### config.mk
export PLATFORM = sky130hd
export DESIGN_NAME = bpu_resolve_update_flat
export DESIGN_NICKNAME = d
export VERILOG_FILES = /design/src/rtl/bpu_resolve_update_pkg.sv /design/src/rtl/bpu_resolve_update_if.sv /design/src/rtl/bpu_resolve_update_fifo.sv /design/src/rtl/bpu_resolve_update.sv /design/src/flat_wrapper.sv
export SDC_FILE = /design/constraint.sdc
export NUM_CORES = 1
export LEC_CHECK = 0
export ABC_CLOCK_PERIOD_IN_PS = 9100
export BUFFER_PORTS_ARGS = -buffer_cell sky130_fd_sc_hd__clkbuf_2
export CELL_PAD_IN_SITES_DETAIL_PLACEMENT = 0
export CELL_PAD_IN_SITES_GLOBAL_PLACEMENT = 1
export CORE_UTILIZATION = 50
export DETAILED_ROUTE_END_ITERATION = 8
export HOLD_SLACK_MARGIN = 0.02
export PLACE_DENSITY_LB_ADDON = 0.08
export SYNTH_ARGS = -nofsm -noshare
export SYNTH_HDL_FRONTEND = slang
export SYNTH_HIERARCHICAL = 1
export SYNTH_SLANG_ARGS = --single-unit
### constraint.sdc
create_clock -name clk -period 9.1 [get_ports clk]
set_input_delay 1.365 -clock clk [delete_from_list [all_inputs] [get_ports clk]]
set_output_delay 1.365 -clock clk [all_outputs]
set_load 0.01 [all_outputs]
### src/rtl/bpu_resolve_update_pkg.sv
// Shared widths, counter encodings and the update-packet layout for the
// branch-resolve / predictor-update block.
//   ADDR_WD      : PC / target width
//   CTR_WD       : 2-bit direction counter width
//   ctr_state_e  : counter encodings read at pre_IF
//   upd_pkt_t    : one predictor write packet (field order = bit slices)
//   UPD_WD       : packet width in bits
package bpu_resolve_update_pkg;

    localparam int ADDR_WD = 32;
    localparam int CTR_WD  = 2;

    typedef enum logic [CTR_WD-1:0] {
        STRONGLY_NT = 2'b00,
        WEAKLY_NT   = 2'b01,
        WEAKLY_T    = 2'b10,
        STRONGLY_T  = 2'b11
    } ctr_state_e;

    // Packed MSB-first: pc[69:38], target[37:6], taken[5], hit[4],
    // ctr[3:2], is_call[1], is_return[0].
    typedef struct packed {
        logic [ADDR_WD-1:0] pc;
        logic [ADDR_WD-1:0] target;
        logic               taken;
        logic               hit;
        ctr_state_e         ctr;
        logic               is_call;
        logic               is_return;
    } upd_pkt_t;

    localparam int UPD_WD = $bits(upd_pkt_t);

    // Fall-through fetch address: skip the branch and its delay slot.
    function automatic logic [ADDR_WD-1:0] fall_through_pc(input logic [ADDR_WD-1:0] pc);
        return pc + 32'd8;
    endfunction

endpackage

### src/rtl/bpu_resolve_update_if.sv
// EXE-side resolve bus plus predictor update-write bus.
//   master : environment (EXE stage drives ex_*, predictor drives upd_ready)
//   slave  : bpu_resolve_update
interface bpu_resolve_update_if;
    import bpu_resolve_update_pkg::*;

    logic               ex_valid;
    logic               ex_ready;
    logic [ADDR_WD-1:0] ex_pc;
    logic [ADDR_WD-1:0] ex_target;
    logic               ex_taken;
    logic               ex_pred_taken;
    logic [ADDR_WD-1:0] ex_pred_target;
    logic               ex_pred_hit;
    logic [CTR_WD-1:0]  ex_pred_type;
    logic               ex_is_call;
    logic               ex_is_return;

    logic               upd_valid;
    logic               upd_ready;
    logic [ADDR_WD-1:0] upd_pc;
    logic [ADDR_WD-1:0] upd_branch_pc;
    logic               upd_taken;
    logic               upd_hit;
    logic [CTR_WD-1:0]  upd_type;
    logic               upd_is_call;
    logic               upd_is_return;

    modport master (
        output ex_valid, ex_pc, ex_target, ex_taken, ex_pred_taken,
               ex_pred_target, ex_pred_hit, ex_pred_type, ex_is_call, ex_is_return,
               upd_ready,
        input  ex_ready, upd_valid, upd_pc, upd_branch_pc, upd_taken, upd_hit,
               upd_type, upd_is_call, upd_is_return
    );

    modport slave (
        input  ex_valid, ex_pc, ex_target, ex_taken, ex_pred_taken,
               ex_pred_target, ex_pred_hit, ex_pred_type, ex_is_call, ex_is_return,
               upd_ready,
        output ex_ready, upd_valid, upd_pc, upd_branch_pc, upd_taken, upd_hit,
               upd_type, upd_is_call, upd_is_return
    );

endinterface

### src/rtl/bpu_resolve_update_fifo.sv
// Synchronous FIFO for predictor update packets. No bypass: dout is always
// read from storage. Storage is not reset; only the pointers are.
//   clk, resetn : clock, async active-low reset
//   push, din   : write (caller must not push when full)
//   pop, dout   : read head (caller must not pop when empty)
//   full, empty : status
module bpu_resolve_update_fifo #(
    parameter int DEPTH = 4,
    parameter int WD    = 8
) (
    input  logic          clk,
    input  logic          resetn,
    input  logic          push,
    input  logic [WD-1:0] din,
    input  logic          pop,
    output logic [WD-1:0] dout,
    output logic          full,
    output logic          empty
);
    localparam int PW = $clog2(DEPTH);

    logic [WD-1:0] mem [DEPTH];
    // Extra MSB is the wrap bit that separates full from empty.
    logic [PW:0]   wr_ptr;
    logic [PW:0]   rd_ptr;

    assign empty = (wr_ptr == rd_ptr);
    assign full  = (wr_ptr[PW] != rd_ptr[PW]) && (wr_ptr[PW-1:0] == rd_ptr[PW-1:0]);
    assign dout  = mem[rd_ptr[PW-1:0]];

    always_ff @(posedge clk or negedge resetn) begin
        if (!resetn) begin
            wr_ptr <= '0;
            rd_ptr <= '0;
        end else begin
            if (push) wr_ptr <= wr_ptr + 1'b1;
            if (pop)  rd_ptr <= rd_ptr + 1'b1;
        end
    end

    always_ff @(posedge clk) begin
        if (push) mem[wr_ptr[PW-1:0]] <= din;
    end

endmodule

### src/rtl/bpu_resolve_update.sv
// EXE-side branch resolve: compares the resolved outcome with the pre_IF
// prediction, issues a registered redirect on mispredict, queues predictor
// update packets and keeps saturating performance counters.
//   clk, resetn      : clock, async active-low reset
//   bus              : resolve input (ex_*) and update output (upd_*)
//   redirect_valid   : one-cycle front-end flush pulse
//   redirect_pc      : fetch restart PC (held between pulses)
//   perf_branches    : accepted branch count (saturating)
//   perf_mispredicts : mispredict count (saturating)
module bpu_resolve_update
    import bpu_resolve_update_pkg::*;
#(
    parameter int QDEPTH = 4,
    parameter int CNT_WD = 32
) (
    input  logic                 clk,
    input  logic                 resetn,
    bpu_resolve_update_if.slave  bus,
    output logic                 redirect_valid,
    output logic [ADDR_WD-1:0]   redirect_pc,
    output logic [CNT_WD-1:0]    perf_branches,
    output logic [CNT_WD-1:0]    perf_mispredicts
);
    logic     fifo_full;
    logic     fifo_empty;
    logic     acc;
    logic     mis;
    logic     pop;
    upd_pkt_t push_pkt;
    upd_pkt_t head_pkt;

    assign bus.ex_ready = !fifo_full;
    assign acc          = bus.ex_valid && !fifo_full;
    assign pop          = !fifo_empty && bus.upd_ready;

    // Target only matters when the branch was actually taken.
    assign mis = acc && ((bus.ex_taken != bus.ex_pred_taken) ||
                         (bus.ex_taken && (bus.ex_pred_target != bus.ex_target)));

    always_comb begin
        push_pkt           = '0;
        push_pkt.pc        = bus.ex_pc;
        push_pkt.target    = bus.ex_target;
        push_pkt.taken     = bus.ex_taken;
        push_pkt.hit       = bus.ex_pred_hit;
        push_pkt.ctr       = ctr_state_e'(bus.ex_pred_type);
        push_pkt.is_call   = bus.ex_is_call;
        push_pkt.is_return = bus.ex_is_return;
    end

    bpu_resolve_update_fifo #(
        .DEPTH (QDEPTH),
        .WD    (UPD_WD)
    ) u_fifo (
        .clk    (clk),
        .resetn (resetn),
        .push   (acc),
        .din    (push_pkt),
        .pop    (pop),
        .dout   (head_pkt),
        .full   (fifo_full),
        .empty  (fifo_empty)
    );

    assign bus.upd_valid     = !fifo_empty;
    assign bus.upd_pc        = head_pkt.pc;
    assign bus.upd_branch_pc = head_pkt.target;
    assign bus.upd_taken     = head_pkt.taken;
    assign bus.upd_hit       = head_pkt.hit;
    assign bus.upd_type      = head_pkt.ctr;
    assign bus.upd_is_call   = head_pkt.is_call;
    assign bus.upd_is_return = head_pkt.is_return;

    always_ff @(posedge clk or negedge resetn) begin
        if (!resetn) begin
            redirect_valid <= 1'b0;
            redirect_pc    <= '0;
        end else begin
            redirect_valid <= mis;
            if (mis) redirect_pc <= bus.ex_taken ? bus.ex_target : fall_through_pc(bus.ex_pc);
        end
    end

    always_ff @(posedge clk or negedge resetn) begin
        if (!resetn) begin
            perf_branches    <= '0;
            perf_mispredicts <= '0;
        end else begin
            if (acc && (perf_branches != {CNT_WD{1'b1}}))
                perf_branches <= perf_branches + CNT_WD'(1);
            if (mis && (perf_mispredicts != {CNT_WD{1'b1}}))
                perf_mispredicts <= perf_mispredicts + CNT_WD'(1);
        end
    end

endmodule
### src/flat_wrapper.sv
// flat-port wrapper written by rule: the top's interface ports become plain ports
module bpu_resolve_update_flat import bpu_resolve_update_pkg::*;
#(
    parameter int QDEPTH = 4,
    parameter int CNT_WD = 32
)
  (clk, resetn, redirect_valid, redirect_pc, perf_branches, perf_mispredicts, bus_ex_valid, bus_ex_pc, bus_ex_target, bus_ex_taken, bus_ex_pred_taken, bus_ex_pred_target, bus_ex_pred_hit, bus_ex_pred_type, bus_ex_is_call, bus_ex_is_return, bus_upd_ready, bus_ex_ready, bus_upd_valid, bus_upd_pc, bus_upd_branch_pc, bus_upd_taken, bus_upd_hit, bus_upd_type, bus_upd_is_call, bus_upd_is_return);
  bpu_resolve_update_if bus_i ();
  input  logic clk;
  input  logic resetn;
  output logic redirect_valid;
  output logic [ADDR_WD-1:0] redirect_pc;
  output logic [CNT_WD-1:0] perf_branches;
  output logic [CNT_WD-1:0] perf_mispredicts;
  input wire logic [$bits(bus_i.ex_valid)-1:0] bus_ex_valid;
  input wire logic [$bits(bus_i.ex_pc)-1:0] bus_ex_pc;
  input wire logic [$bits(bus_i.ex_target)-1:0] bus_ex_target;
  input wire logic [$bits(bus_i.ex_taken)-1:0] bus_ex_taken;
  input wire logic [$bits(bus_i.ex_pred_taken)-1:0] bus_ex_pred_taken;
  input wire logic [$bits(bus_i.ex_pred_target)-1:0] bus_ex_pred_target;
  input wire logic [$bits(bus_i.ex_pred_hit)-1:0] bus_ex_pred_hit;
  input wire logic [$bits(bus_i.ex_pred_type)-1:0] bus_ex_pred_type;
  input wire logic [$bits(bus_i.ex_is_call)-1:0] bus_ex_is_call;
  input wire logic [$bits(bus_i.ex_is_return)-1:0] bus_ex_is_return;
  input wire logic [$bits(bus_i.upd_ready)-1:0] bus_upd_ready;
  output wire logic [$bits(bus_i.ex_ready)-1:0] bus_ex_ready;
  output wire logic [$bits(bus_i.upd_valid)-1:0] bus_upd_valid;
  output wire logic [$bits(bus_i.upd_pc)-1:0] bus_upd_pc;
  output wire logic [$bits(bus_i.upd_branch_pc)-1:0] bus_upd_branch_pc;
  output wire logic [$bits(bus_i.upd_taken)-1:0] bus_upd_taken;
  output wire logic [$bits(bus_i.upd_hit)-1:0] bus_upd_hit;
  output wire logic [$bits(bus_i.upd_type)-1:0] bus_upd_type;
  output wire logic [$bits(bus_i.upd_is_call)-1:0] bus_upd_is_call;
  output wire logic [$bits(bus_i.upd_is_return)-1:0] bus_upd_is_return;
  assign bus_i.ex_valid = bus_ex_valid;
  assign bus_i.ex_pc = bus_ex_pc;
  assign bus_i.ex_target = bus_ex_target;
  assign bus_i.ex_taken = bus_ex_taken;
  assign bus_i.ex_pred_taken = bus_ex_pred_taken;
  assign bus_i.ex_pred_target = bus_ex_pred_target;
  assign bus_i.ex_pred_hit = bus_ex_pred_hit;
  assign bus_i.ex_pred_type = bus_ex_pred_type;
  assign bus_i.ex_is_call = bus_ex_is_call;
  assign bus_i.ex_is_return = bus_ex_is_return;
  assign bus_i.upd_ready = bus_upd_ready;
  assign bus_ex_ready = bus_i.ex_ready;
  assign bus_upd_valid = bus_i.upd_valid;
  assign bus_upd_pc = bus_i.upd_pc;
  assign bus_upd_branch_pc = bus_i.upd_branch_pc;
  assign bus_upd_taken = bus_i.upd_taken;
  assign bus_upd_hit = bus_i.upd_hit;
  assign bus_upd_type = bus_i.upd_type;
  assign bus_upd_is_call = bus_i.upd_is_call;
  assign bus_upd_is_return = bus_i.upd_is_return;
  bpu_resolve_update #(.QDEPTH(QDEPTH), .CNT_WD(CNT_WD)) u_core (.clk(clk), .resetn(resetn), .bus(bus_i), .redirect_valid(redirect_valid), .redirect_pc(redirect_pc), .perf_branches(perf_branches), .perf_mispredicts(perf_mispredicts));
endmodule
==> qor.yml <==
worst_slack_ns: 4.69
grt_pass1_wl_um: 56600
drc: 0
clk_pin_slew_ns: 0.06
max_stage_delay_ns: 0.92
ant_nets: 0
yosys.area.top_type: "edfxtp_1"
cts.repair.resized: 0
cp_slowest_cell: "dfrtp_4"
syn2layout_area_growth_pct: 18.2
dieHeight_um: 181
final_common_cell: "edfxtp_1"
timing.final.hold_violations: 0
yosys_warnings: 6
ys_seq_area_share_pct: 68.3
ir_worst_vdd_uv: 169
finalCritPeriodShare_pct: 48.5
dieArea_sq_mm: 0.0329
grt.overflow.total: 0
min_to: "u_core/perf_mispredicts[7]$_DFFE_PN0P_"
grt_pass1_vias: 9333
path_max_fanout: 37
ys_async_sr_fraction_pct: 26.9
hold_class: "reg -> reg"
insertion_delay_ns: 0.53
leakage_nw: 7.42
vias: 9368
max_freq_ghz: 0.227
clk_path_buf_depth: 3
antenna_found_initial: 3
start_util_pct: 50.9
path_class: "reg -> out"
syn_area_sq_mm: 0.0161
setup_tns_ns: 0
cap_violations: 0
drive_gt1_share_pct: 33.9
period_minus_slack_ns: 4.41
cp-start-kind: "flip-flop"
cts-htree-levels: 2
final_cell_area_sq_mm: 0.0190
crit_chain: "buf_4, mux4_1, clkbuf_2"
grt_util_all_layers_pct: 23.0
synth_top_area_share_pct: 52.3
worstMarginPinSlew_ns: 0.950
relSlewSlack_pct: 36.7
cts.sinks: 383
worst-r2r-cell-count: 6
post-place-ws_ns: 4.59
root_buffer: "clkbuf_16"
synth_nets: 1075
cts_hold_buf: 0
r2r-start: "u_core/u_fifo/rd_ptr[0]$_DFFE_PN0P_"
syn_inst: 960
fin_worst_skew_ns: 0.0122
dp_hpwl_um: 25500
rows: 65
outcome: "completed"
min_from: "u_core/perf_mispredicts[7]$_DFFE_PN0P_"
synth_area_leaders: "edfxtp_1 52%, dfrtp_1 16%, mux4_2 9.5%"
ios: 276
numCtsBuffers: 40
grt_max_degree: 76
grt_setup_unrepaired: "no"
dr.pass1.iters: 4
crit_path_end_kind: "primary output"
drv_slew: 0
design.core.area_sq_mm: 0.0316
synth.distinct_cells: 46
die_w_um: 181
finalWirelength_um: 37900
report.final.setup_viol: 0
synth_enable_flop_cells: 280
portBuffers: 275
cts_setup_buffers: 0
holdWs_ns: 0.490
power_density_mw_per_mm2: 299
cts_tree: "yes"
gp_congestion: 0.788
detail_route.iter0.violations: 643
nets: 1363
ys.flop_type: "edfxtp_1"
antenna_cells: 0
rrSetupSlack_ns: 5.64
cp.arrival_ns: 3.05
wl_per_cell_um: 22.5
avgSynthCellArea_sq_um: 16.8
r2r_end: "u_core/redirect_pc[30]$_DFFE_PN0P_"
crit_required_ns: 7.74
drt-vias-per-instance: 5.57
final_core_util_pct: 60.1
synth.ff_latch_count: 383
placed_cell_area_sq_mm: 0.0178
min_delay_path_depth: 1
final_cell_mix: "280 x edfxtp_1, 274 x clkbuf_2, 101 x dfrtp_1"
[worst max path at each step]
| stage | from | endpoint | slack, ns |
|---|---|---|---|
| final | u_core/u_fifo/rd_ptr[0]$_DFFE_PN0P_ | bus_upd_pc[21] | 4.69 |
| after global routing | u_core/u_fifo/rd_ptr[0]$_DFFE_PN0P_ | bus_upd_pc[21] | 4.45 |
| after CTS | u_core/u_fifo/rd_ptr[0]$_DFFE_PN0P_ | bus_upd_pc[21] | 4.55 |
| after detailed placement | bus_ex_taken | u_core/redirect_pc[27]$_DFFE_PN0P_ | 4.59 |
| after global placement | bus_ex_taken | u_core/redirect_pc[31]$_DFFE_PN0P_ | 4.60 |
| after floorplan | bus_ex_valid | u_core/u_fifo/mem[3][0]$_DFFE_PP_ | 5.33 |
[worst max-delay path: cells and delay by family (launching register included)]
kind     cells  cell delay [ns]
buf+inv      2             0.88
flops        1             0.92
mux          1             0.65
[flip-flops by register name, indices dropped and copies added, names as in the netlist]
| signal | count |
|---|---|
| u_core/perf_branches | 32 |
| u_core/perf_mispredicts | 32 |
| u_core/redirect_pc | 32 |
| u_core/redirect_valid | 1 |
| u_core/u_fifo/mem | 280 |
| u_core/u_fifo/rd_ptr | 3 |
| u_core/u_fifo/wr_ptr | 3 |
[area by class of cell]
type | instances | area, sq um
Clock buffer | 52 | 1100
Clock inverter | 21 | 161
Fill cell | 2499 | 12600
Inverter | 11 | 41.3
Multi-Input combinational cell | 528 | 4780
Sequential cell | 383 | 11000
Tap cell | 402 | 503
Timing Repair Buffer | 284 | 1450
[power breakdown]
group          internal, mW  switching [mW]  leakage [nW]  total (mW)
Sequential             2.31           0.242          3.89        2.55
Combinational         0.699           0.882          2.92        1.58
Clock                 0.909           0.651         0.608        1.56
Total                  3.92            1.78          7.42        5.70
[per-stage QoR]
stage	power, mW	cells
2_1_floorplan	3.57	960
3_3_place_gp	4.18	1608
3_5_place_dp	4.20	1608
4_1_cts	5.77	1681
5_1_grt	5.95	1681
6_report	5.70	1681
[cells by family after synthesis]
logic type                 count (synthesis)  share of synthesized area, %
AOI/OAI and AO/OA                         47                          1.54
xor gates and xnor gates                 126                          6.86
adders and majority gates                  8                         0.622
buffers and inverters                     49                          2.12
DFF                                      383                          68.3
muxes                                    105                          12.2
and+or+nand+nor                          242                          8.36
[synth_stat cells (13+ instances only)]
library cell  count
and3_1           15
dfrtp_1         103
nor3_1           24
nor4_1           15
nand4_1          30
mux2_1           19
nor2_1           22
xor2_1           67
edfxtp_1        280
nand3_1          38
o21ai_0          40
buf_2            13
xnor2_1          59
nand2_1          58
clkbuf_1         14
mux4_2           68
[layer usage]
layer	GRT usage [%]	wire length [um]	vias up	share of wire (%)
met2	36.5	17900	292	47
met4	5.56	689	6	1.8
met3	5.70	2710	49	7.2
li1	-	-	4273	-
met1	32.1	16500	4748	44
met5	0	40	-	0.11
Power figures use the tool's default switching activity.
